File: src/rtl/fetch_pc_ctrl.sv
// fetch_pc_ctrl: instruction-fetch PC sequencer with a one-entry output buffer.
//
// Drives the shared PC ALU (pc+4 by default, redirect operands when the
// execute stage redirects), issues instruction-memory requests, and
// buffers one fetched word for decode.
//
// States: IDLE (after reset), FETCH (request outstanding), STALL (buffer
// full and the acked word dropped, PC held for re-fetch), DRAIN (redirected
// while a request was in flight; the in-flight word is thrown away).
//
// Ports:
//   i_clock, i_reset            clock (rising edge), async active-low reset
//   i_redirect/Op/Pc            execute-stage redirect and its PC-ALU operands
//   i_trap                      trap request (only with PC_TRAP_EN defined)
//   o_aluOp, o_aluPc            operands to the shared PC ALU
//   i_aluResult                 PC ALU result (combinational)
//   o_memReq, o_memAddr         instruction-memory request/address
//   i_memAck, i_memData         memory acceptance and fetched word
//   o_instValid/o_inst/o_instPc output buffer to decode
//   i_instReady                 decode consumes the buffer
//
// Configuration macro: PC_TRAP_EN adds i_trap, which jumps to TRAP_VECTOR
// with priority over i_redirect.

module fetch_pc_ctrl #(
  parameter logic [31:0] RESET_VECTOR = 32'h0000_0000,
  parameter logic [31:0] TRAP_VECTOR  = 32'h0000_0100
) (
  input  logic        i_clock,
  input  logic        i_reset,
  input  logic        i_redirect,
  input  logic [1:0]  i_redirectOp,
  input  logic [31:0] i_redirectPc,
`ifdef PC_TRAP_EN
  input  logic        i_trap,
`endif
  output logic [1:0]  o_aluOp,
  output logic [31:0] o_aluPc,
  input  logic [31:0] i_aluResult,
  output logic        o_memReq,
  output logic [31:0] o_memAddr,
  input  logic        i_memAck,
  input  logic [31:0] i_memData,
  output logic        o_instValid,
  output logic [31:0] o_inst,
  output logic [31:0] o_instPc,
  input  logic        i_instReady
);

  typedef enum logic [1:0] {IDLE, FETCH, STALL, DRAIN} state_t;

  state_t      state;
  logic [31:0] pc;
  logic        flush;     // any control-flow change this cycle
  logic [31:0] flush_pc;  // its word-aligned target

`ifdef PC_TRAP_EN
  assign flush    = i_trap | i_redirect;
  assign flush_pc = i_trap ? TRAP_VECTOR : {i_aluResult[31:2], 2'b00};
`else
  assign flush    = i_redirect;
  assign flush_pc = {i_aluResult[31:2], 2'b00};
`endif

  // The ALU is shared: redirect operands win, otherwise compute pc+4.
  assign o_aluOp = i_redirect ? i_redirectOp : 2'b00;
  assign o_aluPc = i_redirect ? i_redirectPc : pc;

  always_ff @(posedge i_clock or negedge i_reset) begin
    if (!i_reset) begin
      state       <= IDLE;
      pc          <= RESET_VECTOR;
      o_memReq    <= 1'b0;
      o_memAddr   <= RESET_VECTOR;
      o_instValid <= 1'b0;
      o_inst      <= '0;
      o_instPc    <= '0;
    end else begin
      // Decode drains the buffer; a load below re-sets it.
      if (i_instReady) o_instValid <= 1'b0;

      if (flush) begin
        pc          <= flush_pc;
        o_instValid <= 1'b0;
        if ((state == FETCH || state == DRAIN) && !i_memAck) begin
          // Request still in flight: hold address until memory takes it,
          // then discard the word.
          state <= DRAIN;
        end else begin
          // Nothing in flight (or the ack lands now and is dropped).
          state     <= FETCH;
          o_memReq  <= 1'b1;
          o_memAddr <= flush_pc;
        end
      end else begin
        case (state)
          IDLE: begin
            state     <= FETCH;
            o_memReq  <= 1'b1;
            o_memAddr <= pc;
          end
          FETCH: begin
            if (i_memAck) begin
              if (!o_instValid || i_instReady) begin
                o_inst      <= i_memData;
                o_instPc    <= o_memAddr;
                o_instValid <= 1'b1;
                pc          <= i_aluResult;
                o_memAddr   <= i_aluResult;
              end else begin
                // No room for the word: drop it and re-fetch the same PC.
                state    <= STALL;
                o_memReq <= 1'b0;
              end
            end
          end
          STALL: begin
            if (i_instReady) begin
              state     <= FETCH;
              o_memReq  <= 1'b1;
              o_memAddr <= pc;
            end
          end
          DRAIN: begin
            if (i_memAck) begin
              state     <= FETCH;
              o_memAddr <= pc;
            end
          end
          default: state <= IDLE;
        endcase
      end
    end
  end

endmodule

File: config.mk
export PLATFORM = sky130hd
export DESIGN_NAME = fetch_pc_ctrl
export DESIGN_NICKNAME = d
export VERILOG_FILES = /design/src/rtl/fetch_pc_ctrl.sv
export SDC_FILE = /design/constraint.sdc
export NUM_CORES = 1
export LEC_CHECK = 0
export BUFFER_PORTS_ARGS = -buffer_cell sky130_fd_sc_hd__buf_4
export CORE_MARGIN = 4
export CORE_UTILIZATION = 52
export CTS_CLUSTER_SIZE = 8
export DETAILED_ROUTE_END_ITERATION = 8
export GPL_TIMING_DRIVEN = 0
export PLACE_DENSITY = 0.85
export SYNTH_ARGS = -nofsm -noshare
export SYNTH_HDL_FRONTEND = slang
export SYNTH_SLANG_ARGS = --single-unit
File: constraint.sdc
create_clock -name i_clock -period 2.5 [get_ports i_clock]
set_input_delay 0.125 -clock i_clock [delete_from_list [all_inputs] [get_ports i_clock]]
set_output_delay 0.125 -clock i_clock [all_outputs]
set_load 0.01 [all_outputs]
==> flow_summary.toml, run 1 <==
[clocking]
cts_tree = "done"
clk_latency_ns = 0.52
h-tree-depth = 4
cts_buffers = 17
cts_resized = 0
clock_sinks = 132
clk_path_buf_depth = 2
clk_pin_slew_ns = 0.06
clockRootBuffer = "clkbuf_8"

[synth]
syn_area_sq_um = 5746
synth-seq-cells = 132
synth_warnings = 0
synthArstFlopShare = 1.000
synth_edf_count = 0
synth_common_cells = "dfrtp_1, mux2_1, mux2_2"
synth.most_common_cell = "dfrtp_1"
synthCells = 409
synth_top_area_frac = 0.5749
synth_nets = 512
seq_area_frac_synth = 0.5749
ys_types = 27
avgSynthCellArea_sq_um = 14.05
synthFlopType = "dfrtp_1"
yosys.area.top_type = "dfrtp_1"
synth.area.top_cells = "dfrtp_1, mux2_1, mux2_2, mux2i_1, a21oi_1"

[sta]
fin_ws_ns = 0.5031
max_freq_ghz = 0.5008
tns_ns = 0
fin_hold_ws_ns = 0.05687
slew_headroom = 0.6362
final.period_utilization = 0.7988
rsz0062_at_grt = "no"
setup_viol = 0
finalMaxSlewViolations = 0
clock_skew_ns = 0.008804
period_needed_ns = 1.997
hold_violations = 0
tightest_slew_ns = 0.5456

[cells_and_area]
layout-drive-gt1-share = 0.4730
final_cell_area_sq_um = 8921
areaGrowthSynthToFinish_pct = 55.27
fillers = 542
nNetsFinal = 832

[worst_setup_path]
arrival_ns = 2.36
r2r-start = "state[0]"
path_class = "flop to flop"
reg2reg_depth = 4
cp-startpoint = "state[0]"
worst_setup_path_start_kind = "flop"
r2r-end = "o_memAddr[18]"
rrSetupSlack_ns = 0.50
cp.required_ns = 2.86
end_kind = "flop"
path_max_fanout = 10

[route]
dr.first_iter.drc_count = 263
drtAntennaViolNets = 0
drc = 0
wl_per_cell_um = 20.86
dr_total_vias = 4738
vias_per_cell = 5.366
wirelength_mm = 18.42
drt-pass1-iter-count = 7

[hold_path]
hold_class = "primary input to async pin"

[global_route]
grt.overflow.total = 0
grt_max_degree = 104
grt_use_total = 0.2908
antenna_found_initial = 1
first_global_vias = 5177
grt_first_pass_wirelength_mm = 28.51

[die]
die-area_sq_um = 12800
initial_utilization = 0.5300
core_sq_um = 10840
die_h_um = 113.1
io_pins = 235
die_w_um = 113.1
row_count = 38

[power]
leakage_nw = 4.094
ir_drop_v = 0.0004331
p_per_area_nw_per_um2 = 786.0

[placement]
hpwl_mm = 11.04
post_dp_cell_area_sq_um = 7709
gp_congestion = 0.7915
port_buffers = 234
place_ws_ns = 0.6373

[run_status]
status = "completed"

[flow_run]
drv_cap = 0
## cells by family (layout without fill, tap and decap cells)
family | count (synthesis) | count (layout) | synth area share
flops | 132 | 132 | 0.5749
buf+inv | 24 | 357 | 0.03071
mux | 160 | 160 | 0.3073
compound gates | 39 | 39 | 0.04007
simple gates | 54 | 54 | 0.04704
other cells | 0 | 1 | 0
## power by group
part	internal (mW)	switching, mW	total [mW]
clock network	1.43	0.909	2.34
registers	2.55	0.294	2.85
logic	1.02	0.803	1.83
total	5.01	2.01	7.01
## worst max-delay path by stage
stage,to,slack (ns),depth (start not counted)
global route,o_memAddr[18],0.43,4
global placement,pc[20],0.71,5
CTS,o_memAddr[18],0.56,4
floorplan,pc[13],0.87,5
detailed placement,o_memAddr[21],0.64,4
finish,o_memAddr[18],0.50,4
## stage by stage
step,power (mW),instances,util
final,7.012,883,0.8229
after global routing,7.295,883,0.8229
after CTS,6.958,882,0.8227
after detailed placement,4.548,784,0.7111
after global placement,4.468,783,0.7082
after floorplan,3.532,409,-
## repair_timing
item                                   in CTS  in global routing
endpoints found under the hold margin     230                  0
setup buffers                               0                  0
hold buffers                               66                  0
## final cells by class
class,instances,area (sq um),area share
Buffer,24,176.4,0.01978
Tap cell,140,175.2,0.01964
Clock inverter,11,110.1,0.01234
Multi-Input combinational cell,253,2266,0.2540
Sequential cell,132,3303,0.3703
Clock buffer,21,439.2,0.04923
Antenna cell,1,2.502,0.0002805
Timing Repair Buffer,301,2449,0.2745
## layout by cell type (no fill, tap or decap), types with 9 or more instances in the layout
master         netlist  final
buf_2                9      9
nor2_1              34     34
a21oi_1             32     32
mux2_1              68     68
mux2i_1             32     32
mux2_2              59     59
clkbuf_16            0     16
dfrtp_1            132    132
buf_6                9     10
dlygate4sd3_1        0     66
buf_4                1    234
## sequential cells by signal, indices dropped and copies added (netlist names)
register / count
o_memReq: 1
o_instValid: 1
o_memAddr: 32
o_inst: 32
state: 2
o_instPc: 32
pc: 32
## critical path: stages (launching register included)
cell and delay, ns:
dfrtp_1 0.49, nor4b_2 0.24, a211oi_4 0.47, clkbuf_1 0.48, a21oi_1 0.16
## per-layer routing
metal,vias to the layer above,wire length [um],track usage
li1,2093,-,-
met1,2360,6784,0.3363
met2,251,9733,0.5225
met3,34,1443,0.07914
met4,0,453,0.09535
met5,-,0,0
(Power assumes the default switching activity.)
==> run 2, diff against run 1 <==
--- a/config.mk
+++ b/config.mk
@@ -7,11 +7,11 @@
 export LEC_CHECK = 0
 export BUFFER_PORTS_ARGS = -buffer_cell sky130_fd_sc_hd__buf_4
 export CORE_MARGIN = 4
-export CORE_UTILIZATION = 52
+export CORE_UTILIZATION = 44
 export CTS_CLUSTER_SIZE = 8
 export DETAILED_ROUTE_END_ITERATION = 8
 export GPL_TIMING_DRIVEN = 0
-export PLACE_DENSITY = 0.85
+export PLACE_DENSITY = 0.77
 export SYNTH_ARGS = -nofsm -noshare
 export SYNTH_HDL_FRONTEND = slang
 export SYNTH_SLANG_ARGS = --single-unit
==> constraint.sdc (replaced) <==
create_clock -name i_clock -period 1.7 [get_ports i_clock]
set_input_delay 0.085 -clock i_clock [delete_from_list [all_inputs] [get_ports i_clock]]
set_output_delay 0.085 -clock i_clock [all_outputs]
set_load 0.01 [all_outputs]
==> flow_summary.toml, run 2 (synthesis results as in run 1) <==
[run_status]
status = "completed"

[route]
wl_met1_mm = 6.494
drc = 0
dr_total_vias = 4534
wl_per_cell_um = 18.20
dr.first_iter.drc_count = 213
drtAntennaViolNets = 0
wl_met2_mm = 8.848
wirelength_mm = 16.77
drt-pass1-iter-count = 6
vias_per_cell = 4.923
top_layer = "met4"
route.met3.wl_mm = 1.227

[cells_and_area]
areaGrowthSynthToFinish_pct = 60.61
final_common_cell = "buf_4"
nNetsFinal = 840
layout-drive-gt1-share = 0.4887
antenna_cells = 0
final_cell_mix = "buf_4, dfrtp_1, mux2_1"

[global_route]
grt_max_degree = 80
antenna_found_initial = 0
grt.overflow.total = 0
grt_use_total = 0.2215
grt_first_pass_wirelength_mm = 25.52
first_global_vias = 4924

[power]
leakage_nw = 4.234
ir_drop_v = 0.0006338
power_frac_seq = 0.385
power_frac_clock = 0.365
p_per_area_nw_per_um2 = 1167
netSwitchingPower_mw = 2.798
p_int_mw = 7.969
combPwrFrac = 0.249
swShare = 0.2599

[die]
io_pins = 235
die-area_sq_um = 14950
die_h_um = 122.3
initial_utilization = 0.4516
core_sq_um = 12720
row_count = 41
die_w_um = 122.3

[clocking]
clk_pin_slew_ns = 0.06
cts_tree = "done"
clk_path_buf_depth = 2
h-tree-depth = 4
clk_latency_ns = 0.41
cts_buffers = 17
clockRootBuffer = "clkbuf_16"
clock_sinks = 132

[flow_run]
drv_cap = 0

[sta]
final.period_utilization = 0.9760
period_needed_ns = 1.659
tightest_slew_ns = 0.5129
fin_hold_ws_ns = 0.07529
finalMaxSlewViolations = 0
max_freq_ghz = 0.6027
tns_ns = 0
setup_viol = 0
hold_violations = 0
rsz0062_at_grt = "yes"
clock_skew_ns = 0.01133
slew_headroom = 0.6581

[hold_path]
hold_class = "primary input to flop"

[worst_setup_path]
worst_setup_path_start_kind = "flop"
cp.required_ns = 1.97
path_max_fanout = 10
end_kind = "flop"
path_class = "flop to flop"
arrival_ns = 1.93

[placement]
hpwl_mm = 11.29
port_buffers = 234
gp_congestion = 0.7928
[run 2: final cells by class]
cell class / instances / area, sq um
fill: 859 / 3495
sequential: 132 / 3306
timing repair buffer: 310 / 2567
multi-input combinational: 253 / 2290
clock buffer: 21 / 460.4
tap: 172 / 215.2
buffer: 23 / 210.2
clock inverter: 10 / 178.9
[run 2: per-stage QoR]
stage	instance area [sq um]	worst slack (ns)	power (mW)	cells	util
floorplan	5746	0.07318	5.194	409	-
global placement	7717	-0.1540	6.585	815	0.6066
detailed placement	7749	-0.1892	6.687	816	0.6091
CTS	9087	-0.05839	10.79	917	0.7143
global route	9228	-0.02729	11.28	921	0.7253
finish	9228	0.04075	10.77	921	0.7253
[run 2: power by group through the flow]
| stage | Sequential (mW) | Clock, mW | Combinational [mW] |
|---|---|---|---|
| 6_report | 4.15 | 3.93 | 2.69 |
| 3_3_place_gp | 4.14 | 0 | 2.44 |
| 3_5_place_dp | 4.18 | 0 | 2.51 |
| 5_1_grt | 4.22 | 4.17 | 2.89 |
| 2_1_floorplan | 4.37 | 0 | 0.828 |
| 4_1_cts | 4.13 | 4.00 | 2.65 |
[run 2: repair_timing]
action	in CTS	in global routing
resized for setup	5	19
hold buffers	66	0
endpoints found under the setup margin	56	82
cloned	0	2
pin swaps	2	3
buffers inserted	4	3
hold endpoints to repair	141	0
[run 2: critical path, stage by stage, from the launching register on]
cell and delay [ns]:
dfrtp_2 0.47, nand3b_1 0.22, nor2_2 0.19, nand2_4 0.13, buf_6 0.18, mux2_1 0.33
[run 2: worst paths after layout]
kind,endpoint,from,slack [ns],cells past startpoint
worst max-delay path,o_instPc[20],state[1],0.04,5
worst min-delay path,o_instValid,i_memAck,0.08,3
worst max register to register,o_instPc[20],state[1],0.04,5
worst min register to register,o_instPc[31],o_instPc[31],0.49,1
max in group asynchronous,pc[12],i_reset,0.74,3
min in group asynchronous,o_inst[2],i_reset,0.21,2
[run 2: per-layer routing]
metal  global-route usage  up-vias
met5                    0        -
met4              0.07278        0
met3              0.06221       17
met2               0.4002      169
met1               0.2523     2240
li1                     -     2108
==> run 3, diff against run 2 <==
--- a/config.mk
+++ b/config.mk
@@ -6,6 +6,7 @@
 export NUM_CORES = 1
 export LEC_CHECK = 0
 export BUFFER_PORTS_ARGS = -buffer_cell sky130_fd_sc_hd__buf_4
+export CAP_MARGIN = 20
 export CORE_MARGIN = 4
 export CORE_UTILIZATION = 44
 export CTS_CLUSTER_SIZE = 8
==> constraint.sdc (replaced) <==
create_clock -name i_clock -period 1.7 [get_ports i_clock]
set_input_delay 0.425 -clock i_clock [delete_from_list [all_inputs] [get_ports i_clock]]
set_output_delay 0.425 -clock i_clock [all_outputs]
set_load 0.01 [all_outputs]
==> flow_summary.toml, run 3 (synthesis results as in run 1) <==
[clocking]
cts_tree = "done"
clock_sinks = 132
clk_path_buf_depth = 2
clk_latency_ns = 0.41
clockRootBuffer = "clkbuf_16"
clk_pin_slew_ns = 0.05
h-tree-depth = 4
cts_buffers = 17

[placement]
hpwl_mm = 11.06
port_buffers = 234
gp_congestion = 0.7569
dp_cells = 816

[sta]
hold_violations = 0
clock_skew_ns = 0.005549
period_needed_ns = 1.718
tightest_slew_ns = 0.5746
max_freq_ghz = 0.5822
final.period_utilization = 1.010
fin_ws_ns = -0.01766
slew_headroom = 0.6170
rsz0062_at_grt = "yes"
setup_viol = 7
finalMaxSlewViolations = 0

[global_route]
first_global_vias = 4491
grt_max_degree = 73
grt_first_pass_wirelength_mm = 23.71
grt.overflow.total = 0
grt_use_total = 0.2080
antenna_found_initial = 0

[flow_run]
drv_cap = 0

[power]
combPwrFrac = 0.268
leakage_nw = 4.213
p_per_area_nw_per_um2 = 1140
power_frac_clock = 0.327
swShare = 0.2753
p_int_mw = 7.393
power_frac_seq = 0.406
ir_drop_v = 0.0006938
netSwitchingPower_mw = 2.809

[route]
drt-pass1-iter-count = 4
vias_per_cell = 5.012
dr_total_vias = 4350
drc = 0
drtAntennaViolNets = 0
wl_per_cell_um = 18.44
wirelength_mm = 16.01
dr.first_iter.drc_count = 216

[die]
die_w_um = 122.3
io_pins = 235
die-area_sq_um = 14950
initial_utilization = 0.4516
die_h_um = 122.3
core_sq_um = 12720
row_count = 41

[worst_setup_path]
arrival_ns = 1.29
r2r-start = "state[0]"
r2r-end = "pc[8]"
reg2reg_depth = 6
rrSetupSlack_ns = 0.04
path_max_fanout = 7
end_kind = "output pin"
cp.required_ns = 1.27
path_class = "primary input to output pin"
worst_setup_path_start_kind = "primary input"

[hold_path]
hold_end = "o_inst[12]"
min_from = "i_memData[12]"
hold_depth = 2
hold_class = "primary input to flop"

[cells_and_area]
nNetsFinal = 786
areaGrowthSynthToFinish_pct = 55.75
fillers = 938
instances_no_fill = 868
antenna_cells = 0
final_common_cell = "buf_4"
utilization = 0.7034
final_cell_mix = "buf_4, dfrtp_1, mux2_1"
layout-drive-gt1-share = 0.5402

[run_status]
status = "complete, but fails checks"
violations = "negative setup slack"
run 3: changes by cell type in the layout (fill, tap and decap cells not counted), sizes merged, moves of 2 or more:
cell and change:
buf +10, bufinv -4, clkinv +2, clkinvlp +2
dlygate4sd3 -65
run 3: power by group through the flow:
stage | Clock, mW | Combinational [mW] | Sequential [mW]
2_1_floorplan | 0 | 0.829 | 4.37
4_1_cts | 3.41 | 2.63 | 4.14
3_5_place_dp | 0 | 2.49 | 4.19
3_3_place_gp | 0 | 2.44 | 4.15
5_1_grt | 3.54 | 2.93 | 4.22
6_report | 3.33 | 2.73 | 4.14
run 3: layout make-up:
cell class	count	area, sq um	area share
buffer	24	290.3	0.03244
clock buffer	22	454.2	0.05076
clock inverter	10	83.83	0.009368
multi-input combinational	254	2447	0.2735
sequential	132	3306	0.3694
tap	172	215.2	0.02405
timing repair buffer	254	2152	0.2405
run 3: what timing repair did:
action / CTS / global route
endpoints found under the hold margin: 16 / 0
cloned: 4 / 2
setup buffers: 9 / 4
pin swaps: 2 / 1
hold buffers: 1 / 0
gates resized for setup: 49 / 67
endpoints found under the setup margin: 90 / 121
run 3: through the flow:
stage	setup TNS [ns]	setup slack (ns)	hold WS [ns]	power [mW]	instance area, sq um
detailed placement	-38.28	-0.4720	0.4427	6.681	7750
global route	-0.3931	-0.02698	0.2161	10.69	8949
global placement	-67.00	-0.4528	0.4751	6.589	7719
floorplan	0	0.04907	0.1294	5.194	5747
finish	-0.05933	-0.01766	0.2296	10.20	8949
CTS	-0.3067	-0.03588	0.2055	10.18	8643
run 3: how the worst max path moves through the flow:
stage / from / endpoint / slack (ns)
5_1_grt: i_redirect / o_aluPc[28] / -0.03
3_5_place_dp: i_redirect / o_aluPc[2] / -0.47
2_1_floorplan: i_redirect / o_aluPc[10] / 0.05
6_report: i_redirect / o_aluPc[28] / -0.02
4_1_cts: i_redirect / o_aluPc[14] / -0.04
3_3_place_gp: i_redirect / o_aluPc[2] / -0.45
run 3: per-layer routing:
metal / up-vias / share of wire / track usage / wire, um
met5: - / 0 / 0 / 0
met4: 0 / 0.017 / 0.07418 / 269
met3: 19 / 0.079 / 0.06636 / 1268
met2: 164 / 0.50 / 0.3463 / 8031
met1: 2154 / 0.40 / 0.2555 / 6435
li1: 2013 / - / - / -
run 3: worst max-delay path, stage by stage:
cell and delay (ns):
buf_8 0.11, buf_12 0.15, clkbuf_16 0.16, mux2_4 0.32
buf_6 0.13
